==> src/rtl/ca_rule_sequencer.sv <==
// ca_rule_sequencer: frame-synchronous rule selection, epoch scheduling and
// reseed / pause / next-rule handling for the 1-D cellular-automaton VGA datapath.
module ca_rule_sequencer #(
   parameter int                   N_RULES      = 4,
   parameter logic [8*N_RULES-1:0] RULE_TABLE   = {8'd184, 8'd90, 8'd110, 8'd30},
   parameter logic [6*N_RULES-1:0] PALETTE      = {6'b110100, 6'b010111, 6'b001011, 6'b101100},
   parameter int                   EPOCH_FRAMES = 60
) (
   input  logic       clk,
   input  logic       rst_n,
   input  logic       frame_start,
   input  logic       btn_reseed,
   input  logic       btn_next,
   input  logic       btn_pause,
   input  logic       manual,
   output logic [7:0] rule,
   output logic [3:0] rule_idx,
   output logic [5:0] color,
   output logic       seed,
   output logic       scroll_en
);

   localparam int               CNT_W    = $clog2(EPOCH_FRAMES) + 1;
   localparam logic [CNT_W-1:0] LAST_CNT = CNT_W'(EPOCH_FRAMES - 1);
   localparam logic [3:0]       LAST_IDX = 4'(N_RULES - 1);

   localparam logic [1:0] ST_SEED  = 2'd0;
   localparam logic [1:0] ST_RUN   = 2'd1;
   localparam logic [1:0] ST_PAUSE = 2'd2;

   // Input conditioning
   logic [1:0] reseed_sync, next_sync, pause_sync, manual_sync;
   logic       reseed_d, next_d, pause_d;
   logic       rise_reseed, rise_next, rise_pause;
   logic       manual_s;

   assign rise_reseed = reseed_sync[1] & ~reseed_d;
   assign rise_next   = next_sync[1]   & ~next_d;
   assign rise_pause  = pause_sync[1]  & ~pause_d;
   assign manual_s    = manual_sync[1];

   // Control state
   logic [1:0]       state, state_nxt;
   logic             seed_cnt, seed_cnt_nxt;
   logic [CNT_W-1:0] frame_cnt, frame_cnt_nxt;
   logic [3:0]       rule_idx_nxt;
   logic             p_reseed, p_next, p_pause;
   logic             clr_reseed, clr_next, clr_pause;

   function automatic logic [3:0] inc_idx(input logic [3:0] idx);
      return (idx >= LAST_IDX) ? 4'd0 : idx + 4'd1;
   endfunction

   // Every decision is taken only on the frame_start cycle, so one frame always
   // sees a single configuration.
   // NOTE: every always_comb output gets a default first, so no latch can be inferred.
   always_comb begin
      state_nxt     = state;
      seed_cnt_nxt  = seed_cnt;
      frame_cnt_nxt = frame_cnt;
      rule_idx_nxt  = rule_idx;
      clr_reseed    = 1'b0;
      clr_next      = 1'b0;
      clr_pause     = 1'b0;

      if (frame_start) begin
         case (state)
            ST_SEED: begin
               // The first pulse ends the partial frame; the second ends the full seeded one.
               if (seed_cnt) begin
                  state_nxt    = ST_RUN;
                  seed_cnt_nxt = 1'b0;
               end else begin
                  seed_cnt_nxt = 1'b1;
               end
            end

            ST_RUN: begin
               if (p_reseed) begin
                  state_nxt     = ST_SEED;
                  seed_cnt_nxt  = 1'b0;
                  frame_cnt_nxt = '0;
                  clr_reseed    = 1'b1;
                  clr_next      = 1'b1;
                  clr_pause     = 1'b1;
               end else if (p_next) begin
                  rule_idx_nxt  = inc_idx(rule_idx);
                  frame_cnt_nxt = '0;
                  clr_next      = 1'b1;
                  if (p_pause) begin
                     state_nxt = ST_PAUSE;
                     clr_pause = 1'b1;
                  end
               end else if (p_pause) begin
                  state_nxt = ST_PAUSE;
                  clr_pause = 1'b1;
               end else if (!manual_s) begin
                  if (frame_cnt >= LAST_CNT) begin
                     frame_cnt_nxt = '0;
                     rule_idx_nxt  = inc_idx(rule_idx);
                  end else begin
                     frame_cnt_nxt = frame_cnt + CNT_W'(1);
                  end
               end
            end

            ST_PAUSE: begin
               if (p_reseed) begin
                  state_nxt     = ST_SEED;
                  seed_cnt_nxt  = 1'b0;
                  frame_cnt_nxt = '0;
                  clr_reseed    = 1'b1;
                  clr_next      = 1'b1;
                  clr_pause     = 1'b1;
               end else begin
                  if (p_next) begin
                     rule_idx_nxt = inc_idx(rule_idx);
                     clr_next     = 1'b1;
                  end
                  if (p_pause) begin
                     state_nxt = ST_RUN;
                     clr_pause = 1'b1;
                  end
               end
            end

            default: begin
               state_nxt    = ST_SEED;
               seed_cnt_nxt = 1'b0;
            end
         endcase
      end
   end

   // NOTE: sequential state uses non-blocking assignments so every flop samples pre-edge values.
   always_ff @(posedge clk) begin
      if (!rst_n) begin
         reseed_sync <= 2'b00;
         next_sync   <= 2'b00;
         pause_sync  <= 2'b00;
         manual_sync <= 2'b00;
         reseed_d    <= 1'b0;
         next_d      <= 1'b0;
         pause_d     <= 1'b0;
         p_reseed    <= 1'b0;
         p_next      <= 1'b0;
         p_pause     <= 1'b0;
         state       <= ST_SEED;
         seed_cnt    <= 1'b0;
         frame_cnt   <= '0;
         rule_idx    <= 4'd0;
      end else begin
         reseed_sync <= {reseed_sync[0], btn_reseed};
         next_sync   <= {next_sync[0],   btn_next};
         pause_sync  <= {pause_sync[0],  btn_pause};
         manual_sync <= {manual_sync[0], manual};
         reseed_d    <= reseed_sync[1];
         next_d      <= next_sync[1];
         pause_d     <= pause_sync[1];
         // A new edge wins over consumption so a press on the boundary is not lost.
         p_reseed    <= rise_reseed | (p_reseed & ~clr_reseed);
         p_next      <= rise_next   | (p_next   & ~clr_next);
         p_pause     <= rise_pause  | (p_pause  & ~clr_pause);
         state       <= state_nxt;
         seed_cnt    <= seed_cnt_nxt;
         frame_cnt   <= frame_cnt_nxt;
         rule_idx    <= rule_idx_nxt;
      end
   end

   assign seed      = (state == ST_SEED);
   assign scroll_en = (state == ST_RUN);

   always_comb begin
      rule  = 8'd0;
      color = 6'd0;
      for (int i = 0; i < N_RULES; i++) begin
         if (rule_idx == 4'(i)) begin
            rule  = RULE_TABLE[8*i +: 8];
            color = PALETTE[6*i +: 6];
         end
      end
   end

endmodule

==> config.mk <==
export PLATFORM = sky130hd
export DESIGN_NAME = ca_rule_sequencer
export DESIGN_NICKNAME = d
export VERILOG_FILES = /design/src/rtl/ca_rule_sequencer.sv
export SDC_FILE = /design/constraint.sdc
export NUM_CORES = 1
export LEC_CHECK = 0
export ABC_AREA = 1
export CAP_MARGIN = 20
export CORE_ASPECT_RATIO = 0.9
export CORE_MARGIN = 2
export CORE_UTILIZATION = 45
export CTS_CLUSTER_DIAMETER = 30
export DETAILED_ROUTE_END_ITERATION = 8
export PLACE_DENSITY = 0.71
export SLEW_MARGIN = 20
export SYNTH_ARGS = -nofsm -noshare
export SYNTH_HDL_FRONTEND = slang
export SYNTH_SLANG_ARGS = --single-unit
==> constraint.sdc <==
create_clock -name clk -period 1.9 [get_ports clk]
set_input_delay 0.38 -clock clk [delete_from_list [all_inputs] [get_ports clk]]
set_output_delay 0.38 -clock clk [all_outputs]
set_load 0.02 [all_outputs]
# After elaboration in Yosys (flattened, before gate mapping)
# Index checks and enable logic that the tools add are counted.
# Widths: inputs -> output; s select.
# classes
eq_ne,18
magnitude_cmp,2
reduce_logical,8
bitwise,15
mux,44
add_sub_neg,2
# ops
cell,n
$mux 7,6
$mux 4,8
$mux 6,4
$mux 8,3
$pmux 7 s2,1
$mux 1,13
$mux 2,5
$eq 4x2->1 const B,2
$ne 2x2->1 const B,4
$pmux 4 s2,1
$reduce_and 8->1,1
$add 7x1->7 const B,1
$ge 7x6->1 const B,1
$and 1x1->1,6
$ne 3x1->1 const B,2
$ne 3x3->1 const B,2
$not 1->1,6
$pmux 2 s3,1
$mux 5,1
$reduce_and 5->1,1
$add 4x1->4 const B,1
$eq 4x1->1 const B,1
$ge 4x2->1 const B,1
$logic_not 4->1,1
13 further kinds,16
# word_totals
out_inout_bits,20
in_bits,7
elab_cells,103
regBits,28

# Logic depth before layout (Yosys ltp)
# logic_depth
word_depth,8
ltp_mapped,10
ltp_nobuf,10

# Least setup slack after synthesis
# OpenSTA, ideal clock, no wires.
# synth_path
path_type,reg-to-output
from,reg rule_idx[0]
to,out rule[2]
path_buffers,1
t_required_ps,1520
arrival_time_ps,1771
slack_ps,-251
path_stages_with_launch,8
cell_sequence,dfxtp_1 -> ha_1 -> inv_1 -> nor2_1 -> inv_1 -> nand2_1 -> nor2_1 -> buf_4
# synth_via
elab_chain_len,5
elab_cells_between_ends,8
cone_classes,eq/ne (3); mux (4); reduce/logical (1)
# synth_rtl
item,line,source
"start, declared",17,"output logic [3:0] rule_idx,"
"start signal, assigned",167,rule_idx <= rule_idx_nxt;
$logic_not 4->1,178,if (rule_idx == 4'(i)) begin
$mux 5,178,
$mux 8 (2 in a row),178,
$mux 8 *,178,
"end, declared",16,"output logic [7:0] rule,"
# Mark *: on every way between the ends. The rest lies on a longest branch, timed or not.

# Worst setup path in the final report
# layout_path
from,reg rule_idx[1]
to,out rule[5]
# layout_via
elab_chain_len,4
elab_cells_between_ends,6
cone_classes,eq/ne (3); mux (3)
# layout_rtl
item,line
$eq 4x1->1,178
$mux 8 (2 in a row),178
$mux 8 *,178
# Marked as above.

==> summary.md <==
| Metric | Value |
|---|---|
| Status | `finished, final reports clean` |
| Synth warn | `0` |
| Fmax | `529 MHz` |
| Placed Area | `1770 um2` |
| Clk pwr share | `0.147` |
| H-tree levels | `1` |
| Worst-path clk slew | `0.15 ns` |
| Net Sw Frac | `0.432` |
| Vias post-DR | `1,264` |
| RSZ-0062 raised after global routing | `yes` |
| Fillers | `310` |
| CP peak stage delay | `0.39 ns` |
| Setup violators final | `0` |
| Total wire length | `2.69 mm` |
| TritonRoute pass-1 iters | `4` |
| Synthesized cell area | `1430 um2` |
| Post-DRT Antenna Nets | `0` |
| Setup WS pre-CTS | `-0.218 ns` |
| CTS Buf Count | `3` |
| Fraction of layout cells with a size suffix above 1 | `0.231` |
| Flop pwr share | `0.274` |
| Sw power | `1150 uW` |
| Critical Path End Type | `output pin` |
| Worst VDD drop | `803 uV` |
| PnR worst setup slack | `0.0103 ns` |
| First-pass GRT wire length | `4.61 mm` |
| Max_cap viols | `0` |
| Starting DRT DRC Count | `23` |
| Final Hold Viols | `0` |
| Design area | `1840 um2` |
| Largest net degree at the start of global routing | `17` |
| Kind of cell adding the most delay to the critical path | `flip-flops` |
| Setup TNS | `0 ns` |
| Crit path buffers/inverters | `3` |
| Drt drc | `0` |
| Final Non-Filler Cells | `276` |
| Avg Vias per Cell | `4.58` |
| Worst path required time | `1.52 ns` |
| WL/cell | `9.74 um` |
| Total grt overflow | `0` |
| Crit-path slowest cell | `dfxtp_4` |
| Setup CP Type | `reg2out` |
| Leak Pwr | `0.000924 uW` |
| Clk sinks | `28` |
| Dpl cells | `270` |
| Startpoint types | `flip-flop` |
| Final worst path period share | `0.995` |
| Synthesized flop and latch total | `28` |
| Post-synth cell types | `25` |
| CORE AREA | `3040 um2` |
| Hold buffer count at cts | `0` |
| Io pins | `27` |
| Cell Rows | `19` |
| Worst path arrival time | `1.51 ns` |
| Clk root buf | `clkbuf_4` |
| CP max FO | `4` |
| Final core utilization | `0.604` |
| Placer Congestion | `0.856` |
| PortBufs | `25` |
| Horiz. Die Dim | `63.4 um` |
| Max clock buf depth | `2` |
| NumNets Final | `251` |
| Sequential fraction of the synthesis area | `0.392` |
| Initial Util | `0.470` |
| Clock Skews | `0.0102 ns` |
| Reg2reg setup slack | `0.23 ns` |
| TritonCTS clock tree | `yes` |
| Antenna cells | `0` |
| Max-slew violation count | `0` |
| Initial antenna violation count | `0` |
| Clk_lat worst skew | `0.33 ns` |
| Die Area | `3640 um2` |
| Die Y | `57.5 um` |
| DP HPWL | `2.02 mm` |
| HP Class | `reg2reg` |
| Logic pwr share | `0.579` |
| Area Overhead vs Synth | `28.7%` |
| Syn avg cell area | `7.11 um2` |
| Synth Net Count | `217` |
| Clock period minus worst slack | `1.89 ns` |
| Vias in the first global route | `1,101` |
| Gr usage total | `0.156` |
| Synthesized instance count | `201` |
| Worst-path cell chain | `inv_2 > ha_2 > inv_1 > o31ai_1 > buf_2` |
| Power density over the cells | `1450 nW/um2` |
| Int Pwr | `1520 uW` |
synthesized netlist by cell type:
library cell | instances | area, um2
a211oi_1 | 1 | 7.51
a21oi_1 | 10 | 50.1
a21oi_2 | 1 | 8.76
a21oi_4 | 1 | 16.3
buf_2 | 1 | 5.00
buf_4 | 5 | 37.5
clkbuf_1 | 2 | 7.51
conb_1 | 1 | 3.75
dfxtp_1 | 28 | 561
ha_1 | 9 | 113
inv_1 | 41 | 154
inv_2 | 1 | 3.75
nand2_1 | 42 | 158
nand3_1 | 14 | 70.1
nand3_4 | 1 | 17.5
nand4_1 | 1 | 6.26
nor2_1 | 23 | 86.3
nor2_4 | 1 | 11.3
nor3_1 | 3 | 15.0
o211a_1 | 1 | 10.0
o21ai_0 | 8 | 40.0
o21ai_1 | 1 | 5.00
o31ai_1 | 1 | 7.51
o32ai_1 | 3 | 26.3
xor2_1 | 1 | 8.76
power by group through the flow:
stage | Clock, uW | Combinational (uW) | Sequential, uW
after floorplan | 0 | 1020 | 744
after global placement | 0 | 1580 | 732
after detailed placement | 0 | 1600 | 733
after CTS | 409 | 1450 | 724
after global routing | 430 | 1690 | 745
final | 393 | 1550 | 732
cell usage in the layout, fill, tap and decap left out, drive strengths merged:
cell            n
conb            1
clkdlybuf4s50  10
nand3          15
a211oi          1
a21oi          12
buf            23
ha              9
nor3            3
o21ai           9
o32ai           3
clkbuf          4
xor2            1
dlygate4sd2     3
o31ai           1
nand4           1
o211a           1
bufinv          1
dfxtp          28
nor2           24
inv            42
nand2          42
routing by layer:
layer	track usage	share of wire	up-vias
li1	-	-	682
met5	0	0	-
met2	0.277	0.48	20
met1	0.194	0.49	560
met4	0.0373	0.0048	0
met3	0.0355	0.031	2
path summary, 6_finish.rpt:
kind	from	cells past startpoint	endpoint
setup / recovery	rule_idx[1]	5	rule[5]
hold / removal	pause_sync[0]	2	pause_sync[1]
setup reg to reg	state[1]	10	rule_idx[0]
hold reg to reg	pause_sync[0]	2	pause_sync[1]
sequential cells by signal, indices dropped and copies added, names as in the netlist:
name / cells
pause_d: 1
p_pause: 1
frame_cnt: 7
next_sync: 2
reseed_d: 1
state: 2
next_d: 1
p_next: 1
rule_idx: 4
manual_sync: 2
p_reseed: 1
pause_sync: 2
seed_cnt: 1
reseed_sync: 2
worst min-delay path: stages (launching register included):
cell and delay (ns):
dfxtp_1 0.32, nand2_1 0.05, inv_1 0.03
cell families after synthesis:
kind of cell | after synthesis | share of synthesized area
adder cells (fa/ha/maj) | 9 | 0.0788
buffers and inverters | 50 | 0.145
other | 1 | 0.00262
flip-flops | 28 | 0.392
XOR/XNOR | 1 | 0.00613
AO/OA/AOI/OAI | 27 | 0.120
AND/OR/NAND/NOR | 85 | 0.255
area by class of cell:
| class | instances | area [um2] | area share |
|---|---|---|---|
| sequential | 28 | 571 | 0.310 |
| inverter | 42 | 158 | 0.0857 |
| tap | 42 | 52.6 | 0.0286 |
| timing repair buffer | 37 | 297 | 0.161 |
| clock inverter | 1 | 30.0 | 0.0163 |
| clock buffer | 3 | 22.5 | 0.0122 |
| multi-input combinational | 123 | 709 | 0.386 |
stage by stage:
step	hold WS, ns	power [uW]
CTS	0.427	2580
finish	0.425	2670
detailed placement	0.398	2330
global route	0.441	2860
floorplan	0.390	1770
global placement	0.392	2320
timing repair:
item / in CTS / in global routing
gates resized for setup: 59 / 24
setup endpoints to repair: 15 / 12
buffers inserted: 1 / 1
pin swaps: 1 / 1
Power figures use the tool's default switching activity.
